### config.mk
export PLATFORM = sky130hd
export DESIGN_NAME = pipe_ctrl
export DESIGN_NICKNAME = d
export VERILOG_FILES = /design/src/rtl/pipe_pkg.sv /design/src/rtl/pipe_ctrl_hazard_detect.sv /design/src/rtl/pipe_ctrl.sv
export SDC_FILE = /design/constraint.sdc
export NUM_CORES = 1
export LEC_CHECK = 0
export CAP_MARGIN = 10
export CELL_PAD_IN_SITES_DETAIL_PLACEMENT = 1
export CELL_PAD_IN_SITES_GLOBAL_PLACEMENT = 2
export CORE_MARGIN = 1.5
export CORE_UTILIZATION = 24
export CTS_BUF_LIST = sky130_fd_sc_hd__clkbuf_4
export CTS_CLUSTER_SIZE = 25
export DETAILED_ROUTE_END_ITERATION = 8
export GPL_ROUTABILITY_DRIVEN = 0
export GPL_TIMING_DRIVEN = 0
export PLACE_DENSITY_LB_ADDON = 0.1
export SLEW_MARGIN = 15
export SYNTH_ARGS = -nofsm -noshare
export SYNTH_HDL_FRONTEND = slang
export SYNTH_SLANG_ARGS = --single-unit
### constraint.sdc
create_clock -name clk_PCTRL -period 4.2 [get_ports clk_PCTRL]
set_clock_uncertainty 0.15 [all_clocks]
set_input_delay 1.05 -clock clk_PCTRL [delete_from_list [all_inputs] [get_ports clk_PCTRL]]
set_output_delay 1.05 -clock clk_PCTRL [all_outputs]
set_load 0.05 [all_outputs]
### src/rtl/pipe_pkg.sv
// Shared definitions for the pipeline hazard/stall controller and its helpers.
package pipe_pkg;

    localparam int unsigned OP_W  = 6;
    localparam int unsigned REG_W = 5;
    localparam int unsigned CNT_W = 3;

    localparam logic [OP_W-1:0] OP_RTYPE = 6'h00;
    localparam logic [OP_W-1:0] OP_BEQ   = 6'h04;
    localparam logic [OP_W-1:0] OP_BNE   = 6'h05;
    localparam logic [OP_W-1:0] OP_SW    = 6'h2B;
    localparam logic [OP_W-1:0] OP_LW    = 6'h23;

    typedef enum logic {
        ST_RUN   = 1'b0,
        ST_STALL = 1'b1
    } state_t;

    // True when the opcode reads rt as a source operand.
    function automatic logic uses_rt(input logic [OP_W-1:0] op);
        logic r;
        r = 1'b0;
        case (op)
            OP_RTYPE, OP_BEQ, OP_BNE, OP_SW: r = 1'b1;
            default:                         r = 1'b0;
        endcase
        return r;
    endfunction

endpackage

### src/rtl/pipe_ctrl_hazard_detect.sv
// Load-use hazard detection between the IF/ID instruction and a load in ID/EX.
// Ports: op_id/rs_id/rt_id (IF/ID fields), idex_memread/idex_rt (ID/EX load),
//        hz (1 when the IF/ID instruction consumes the load result).
module hazard_detect
    import pipe_pkg::*;
(
    input  logic [OP_W-1:0]  op_id,
    input  logic [REG_W-1:0] rs_id,
    input  logic [REG_W-1:0] rt_id,
    input  logic             idex_memread,
    input  logic [REG_W-1:0] idex_rt,
    output logic             hz
);

    // $zero is never a real dependency.
    always_comb begin
        hz = idex_memread && (idex_rt != '0) &&
             ((idex_rt == rs_id) || ((idex_rt == rt_id) && uses_rt(op_id)));
    end

endmodule

### src/rtl/pipe_ctrl.sv
// Hazard and stall controller for IF/ID and the PC: load-use stalls, taken
// branch flushes, memory freezes and a saturating lost-cycle counter.
// Ports: clk_PCTRL/rst_PCTRL (sync active-high reset); IF/ID fields op_id,
//        rs_id, rt_id; ID/EX load info idex_memread, idex_rt; events
//        branch_taken_ex, mem_busy, stat_clr; controls pc_we, ifid_we,
//        ifid_flush, idex_bubble, pipe_hold (combinational); busy_state;
//        stall_count (registered).
module pipe_ctrl
    import pipe_pkg::*;
#(
    parameter int unsigned LOAD_LAT = 1,
    parameter int unsigned STAT_W   = 16
) (
    input  logic              clk_PCTRL,
    input  logic              rst_PCTRL,
    input  logic [OP_W-1:0]   op_id,
    input  logic [REG_W-1:0]  rs_id,
    input  logic [REG_W-1:0]  rt_id,
    input  logic              idex_memread,
    input  logic [REG_W-1:0]  idex_rt,
    input  logic              branch_taken_ex,
    input  logic              mem_busy,
    input  logic              stat_clr,
    output logic              pc_we,
    output logic              ifid_we,
    output logic              ifid_flush,
    output logic              idex_bubble,
    output logic              pipe_hold,
    output logic              busy_state,
    output logic [STAT_W-1:0] stall_count
);

    state_t             state_q, state_d;
    logic [CNT_W-1:0]   cnt_q, cnt_d;
    logic [STAT_W-1:0]  stall_count_q;
    logic               hz;

    hazard_detect u_hazard_detect (
        .op_id        (op_id),
        .rs_id        (rs_id),
        .rt_id        (rt_id),
        .idex_memread (idex_memread),
        .idex_rt      (idex_rt),
        .hz           (hz)
    );

    // State and stall-counter registers.
    always_ff @(posedge clk_PCTRL) begin
        if (rst_PCTRL) begin
            state_q <= ST_RUN;
            cnt_q   <= '0;
        end else begin
            state_q <= state_d;
            cnt_q   <= cnt_d;
        end
    end

    // Next state: busy freezes everything, branch aborts, then stall sequencing.
    always_comb begin
        state_d = state_q;
        cnt_d   = cnt_q;
        if (mem_busy) begin
            state_d = state_q;
        end else if (branch_taken_ex) begin
            state_d = ST_RUN;
            cnt_d   = '0;
        end else if (state_q == ST_STALL) begin
            cnt_d = cnt_q - CNT_W'(1);
            if (cnt_q == CNT_W'(1)) begin
                state_d = ST_RUN;
            end
        end else if (hz && (LOAD_LAT > 1)) begin
            state_d = ST_STALL;
            cnt_d   = CNT_W'(LOAD_LAT - 1);
        end
    end

    // Control outputs act on the same-cycle edge.
    always_comb begin
        pc_we       = 1'b1;
        ifid_we     = 1'b1;
        ifid_flush  = 1'b0;
        idex_bubble = 1'b0;
        pipe_hold   = 1'b0;
        busy_state  = (state_q == ST_STALL);
        if (rst_PCTRL) begin
            pc_we       = 1'b0;
            ifid_we     = 1'b0;
            ifid_flush  = 1'b1;
            idex_bubble = 1'b1;
            busy_state  = 1'b0;
        end else if (mem_busy) begin
            pc_we     = 1'b0;
            ifid_we   = 1'b0;
            pipe_hold = 1'b1;
        end else if (branch_taken_ex) begin
            ifid_flush  = 1'b1;
            idex_bubble = 1'b1;
        end else if ((state_q == ST_STALL) || hz) begin
            pc_we       = 1'b0;
            ifid_we     = 1'b0;
            idex_bubble = 1'b1;
        end
    end

    // Lost-cycle counter; clear wins over the increment.
    always_ff @(posedge clk_PCTRL) begin
        if (rst_PCTRL || stat_clr) begin
            stall_count_q <= '0;
        end else if (!pc_we && (stall_count_q != '1)) begin
            stall_count_q <= stall_count_q + STAT_W'(1);
        end
    end

    assign stall_count = stall_count_q;

endmodule

# Word level (Yosys, flattened, before mapping)
# Index checks and enable logic that the tools add are counted.
[totals] elab_cells=46 reg_bits=20 out_inout_bits=22
[classes] add_sub_neg=2 reduce_logical=13 mux=20 n_eq_ne=7 bitwise=1
[op_table] cell="two-way mux 1 bit" n=18
[op_table] cell="adder 16 x 1 -> 16 bit (second input constant)" n=1
[op_table] cell="inequality test 16 bit (second input constant)" n=1
[op_table] cell="== test 6 x 3 -> 1 bit (second input constant)" n=2
[op_table] cell="== test 5 bit" n=2
[op_table] cell="== test 6 bit (second input constant)" n=1
[op_table] cell="logical NOT 6 bit" n=1
[op_table] cell="two-way mux 3 bit" n=2
[op_table] cell="nonzero test 5 bit" n=1
[op_table] cell="logical AND 1 bit" n=4
[op_table] cell="OR reduction 4 bit" n=1
[op_table] cell="== test 3 x 1 -> 1 bit (second input constant)" n=1
[op_table] cell="logical OR 1 bit" n=3
[op_table] cell="subtractor 3 x 1 -> 3 bit (second input constant)" n=1
[op_table] cell="AND reduction 2 bit" n=1
[op_table] cell="nonzero test 2 bit" n=1
[op_table] cell="logical NOT 1 bit" n=1
[op_table] cell="NOT 1 bit" n=1

# Logic depth before layout (Yosys ltp)
[logic_depth] depth_word=13 mapped_depth=9

# Hierarchy
# A second synthesis with hierarchy kept.
[hier_totals] hier_cells=156 area_unflattened_um2=1292.5
[by_module_without_submodules] mod="pipe_ctrl" area_each_um2=1139.8 instances=1 cells_per_inst=136
[by_module_without_submodules] mod="hazard_detect" area_each_um2=152.6 instances=1 cells_per_inst=20

# Worst setup path after synthesis
# No wires, ideal clock.
[synth_path] kind="input-to-output" start="input port idex_rt[0]" end="output port pc_we" t_arrival_ps=3237 stages=8 slack_ps=-237 path_buffers=3 cell_sequence="or4_1 o21ai_1 a22o_1 a21oi_2 inv_2 clkbuf_1 clkbuf_1 buf_4"
[synth_between] elab_chain_len=9
[synth_lines] element="start: declaration" line="pipe_ctrl.sv:20" rtl="input logic [REG_W-1:0] idex_rt,"
[synth_lines] element="== test 5 bit" line="pipe_ctrl_hazard_detect.sv:18" rtl="((idex_rt == rs_id) || ((idex_rt == rt_id) && uses_rt(op_id)));"
[synth_lines] element="logical AND 1 bit" line="pipe_ctrl_hazard_detect.sv:18"
[synth_lines] element="logical OR 1 bit" line="pipe_ctrl_hazard_detect.sv:18"
[synth_lines] element="logical AND 1 bit (*)" line="pipe_ctrl_hazard_detect.sv:17" rtl="hz = idex_memread && (idex_rt != '0) &&"
[synth_lines] element="logical OR 1 bit (*)" line="pipe_ctrl.sv:99" rtl="end else if ((state_q == ST_STALL) || hz) begin"
[synth_lines] element="two-way mux 1 bit (*) (4 in a row)"
[synth_lines] element="end: declaration" line="pipe_ctrl.sv:24" rtl="output logic pc_we,"
# Every way passes the cells marked *; elsewhere a longest branch is shown, timed or not.

# Worst setup path after layout
[layout_path] start="input port op_id[5]" end="output port pc_we"
[layout_between] elab_chain_len=11
[layout_lines] element="start: declaration" line="pipe_ctrl.sv:16" rtl="input logic [OP_W-1:0] op_id,"
[layout_lines] element="== test 6 x 3 -> 1 bit (tied with other cells)" line="pipe_pkg.sv:23" rtl="case (op)"
[layout_lines] element="OR reduction 4 bit (*)" line="pipe_pkg.sv:23"
[layout_lines] element="two-way mux 1 bit (*)" line="pipe_pkg.sv:23"
[layout_lines] element="logical AND 1 bit (*)" line="pipe_ctrl_hazard_detect.sv:18"
[layout_lines] element="logical OR 1 bit (*)" line="pipe_ctrl_hazard_detect.sv:18"
[layout_lines] element="logical AND 1 bit (*)" line="pipe_ctrl_hazard_detect.sv:17"
[layout_lines] element="logical OR 1 bit (*)" line="pipe_ctrl.sv:99"
[layout_lines] element="two-way mux 1 bit (*)" line="pipe_ctrl.sv:99"
[layout_lines] element="two-way mux 1 bit (*)" line="pipe_ctrl.sv:96" rtl="end else if (branch_taken_ex) begin"
[layout_lines] element="two-way mux 1 bit (*)" line="pipe_ctrl.sv:92" rtl="end else if (mem_busy) begin"
[layout_lines] element="two-way mux 1 bit (*)" line="pipe_ctrl.sv:86" rtl="if (rst_PCTRL) begin"
# Marks and branches as above.

==> metrics.cfg <==
[critical_path]
critPathKind=primary input to primary output
crit_fanout=4
crit_arrival_ns=2.92
critical_path.endpoint_type=primary output
worst_setup_path_start_kind=primary input
cp.required_ns=3.00

[final_layout]
fin_nets=246
fin_area_um2=1900
n_antenna_cell=0
syn_to_final_growth_pct=55.8
drive_gt1_frac=0.0930
nFillCells=617
final_util=0.395

[routing]
antenna_left=0
wirelength_mm=4.08
drc=0
first_pass_iters=4
wl_per_cell_um=14.5
vias=1380
first_iter_violations=32
vias_per_cell=4.89

[yosys]
syn_nets=190
synth.distinct_cells=32
synth_top_area_frac=0.328
synthTopCellsByArea=dfxtp_1 33%, a21oi_1 9.0%, or3_1 5.6%
yosysSeqAreaShare=0.328
yosys.area.top_type=dfxtp_1
synth_area_per_cell_um2=7.63
synth_warnings=0
synth_seq_cells=20
synthCells=160
netlist_area_um2=1220

[die]
core_region_area_um2=4820
dieArea_um2=5520
die_y_um=74.3
std_cell_rows=25
die_w_um=74.3
initial_core_util=0.254
io_pins=49

[global_route]
grt_overflow=0
track_usage=0.149
grt_max_degree=13
grt_pass1_vias=1323
grt_pass1_wl_mm=6.46
antenna_found_initial=0

[clocking]
path_clk_slew_ns=0.12
root_buffer=clkbuf_4
cts_buffer_depth=2
clkSinkCount=20
insertion_delay_ns=0.32
cts_tree=yes
cts_made_buffers=3
cts-htree-levels=1
hold_buffers=0

[timing]
rsz0062_at_grt=false
setup_tns_ns=0
finalMaxSlewViolations=0
hold_slack_ns=0.343
slew_headroom=0.663
setup_viol=0
tightest_slew_ns=0.506
hold_viol_final=0
max_freq_ghz=0.243
setup_ws_ns=0.0835
post-route-period-util=0.980
fin_crit_ns=4.12

[power_and_ir_drop]
peakVddDrop_uv=108
power_frac_clock=0.359
powerDensity_nw_per_um2=243
switching_share=0.269
p_leak_nw=0.648
power_frac_seq=0.414
comb_power_share=0.227
intPower_mw=0.338
p_sw_mw=0.125

[job]
maxCapViolCount=0

[placed_design]
port_buffers=48
post-place-ws_ns=-1.21
dpl-instance-area_um2=1790
dp.final_hpwl_mm=3.01

[hold_path]
hold_class=flip-flop to flip-flop

[run_status]
outcome=finished clean

synth_stat cells:
library cell,count
xor2_1,4
nand2_1,5
or3_1,11
or4_1,6
a2111o_1,1
o31ai_1,4
o21bai_1,1
inv_2,1
clkbuf_1,6
o21a_1,1
nand4_1,7
a21oi_1,22
a21oi_2,1
a31oi_1,1
a21o_1,1
xnor2_1,6
o21ai_0,2
buf_4,1
o21ai_1,13
ha_1,3
and3_1,3
inv_1,6
buf_6,1
and2_1,1
nand3_1,11
nor2_1,11
or2_2,2
nor2b_1,2
a22o_1,1
dfxtp_1,20
and4_1,2
nor3_1,3
state kept, by name, summed over array words and instances, names as in the netlist:
signal	count
state_q	1
stall_count	16
cnt_q	3
worst paths after layout:
| path | from | to | slack, ns | cells after the start |
|---|---|---|---|---|
| worst max-delay path | op_id[5] | pc_we | 0.08 | 8 |
| worst min-delay path | cnt_q[2] | cnt_q[2] | 0.34 | 2 |
| worst max register to register | stall_count[0] | stall_count[1] | 1.89 | 7 |
| worst min register to register | cnt_q[2] | cnt_q[2] | 0.34 | 2 |
logic make-up after synthesis:
group | after synthesis | share of synthesized area
AOI/OAI and AO/OA | 48 | 0.223
adders and majority gates | 3 | 0.0307
xor gates and xnor gates | 10 | 0.0717
buffers and inverters | 15 | 0.0553
DFF | 20 | 0.328
and+or+nand+nor | 64 | 0.291
power by group through the flow:
stage	sequential, mW	combinational (mW)	clock [mW]
final	0.192	0.105	0.166
after floorplan	0.199	0.0458	0
after detailed placement	0.196	0.0955	0
after CTS	0.192	0.106	0.170
after global routing	0.192	0.112	0.179
after global placement	0.196	0.0950	0
worst max-delay path: stages:
cell	delay [ns]
dlygate4sd2_1	0.24
or4_1	0.52
a2111o_1	0.44
a21oi_4	0.19
inv_4	0.05
clkbuf_16	0.15
buf_4	0.13
buf_8	0.14
stage by stage:
stage,cells,power [mW]
6_report,282,0.463
2_1_floorplan,160,0.244
3_5_place_dp,275,0.292
5_1_grt,282,0.483
3_3_place_gp,275,0.291
4_1_cts,282,0.468
per-layer routing:
layer | vias up | track usage | part of all wire | wire length, um
met5 | - | 0 | 0 | 0
met2 | 25 | 0.242 | 0.46 | 1870
li1 | 701 | - | - | -
met1 | 652 | 0.209 | 0.51 | 2090
met4 | 0 | 0.0364 | 0.0056 | 23
met3 | 2 | 0.0203 | 0.025 | 101
cell usage in the layout (no fill, tap or decap), drive strengths merged, types with 2 or more instances in the layout:
| cell | Yosys | layout |
|---|---|---|
| or2 | 2 | 2 |
| or3 | 11 | 11 |
| nand2 | 5 | 5 |
| nor2b | 2 | 2 |
| o31ai | 4 | 4 |
| dlygate4sd2 | 0 | 5 |
| inv | 7 | 7 |
| nor2 | 11 | 11 |
| o21ai | 15 | 15 |
| ha | 3 | 3 |
| and4 | 2 | 2 |
| clkbuf | 6 | 8 |
| nor3 | 3 | 3 |
| xor2 | 4 | 4 |
| xnor2 | 6 | 6 |
| nand3 | 11 | 11 |
| dlymetal6s2s | 0 | 2 |
| buf | 2 | 9 |
| or4 | 6 | 6 |
| nand4 | 7 | 7 |
| clkdlybuf4s50 | 0 | 38 |
| a21oi | 23 | 23 |
| dfxtp | 20 | 20 |
| and3 | 3 | 3 |
timing repair:
| action | in CTS | in global routing |
|---|---|---|
| setup endpoints to repair | 3 | 2 |
| pin swaps | 3 | 3 |
| gates cloned | 0 | 0 |
| resized for setup | 31 | 2 |
| setup buffers | 4 | 0 |
final cells by class:
class                   count  area, um2  area share
inverters                   7       28.8      0.0151
repair buffers             52        507       0.266
well taps                  67       83.8      0.0440
multi-input cells         125        772       0.406
plain buffers               7       58.8      0.0309
clock buffers               3       22.5      0.0118
clock inverters             1       30.0      0.0158
flip-flops and latches     20        400       0.210
(Power assumes the default switching activity.)
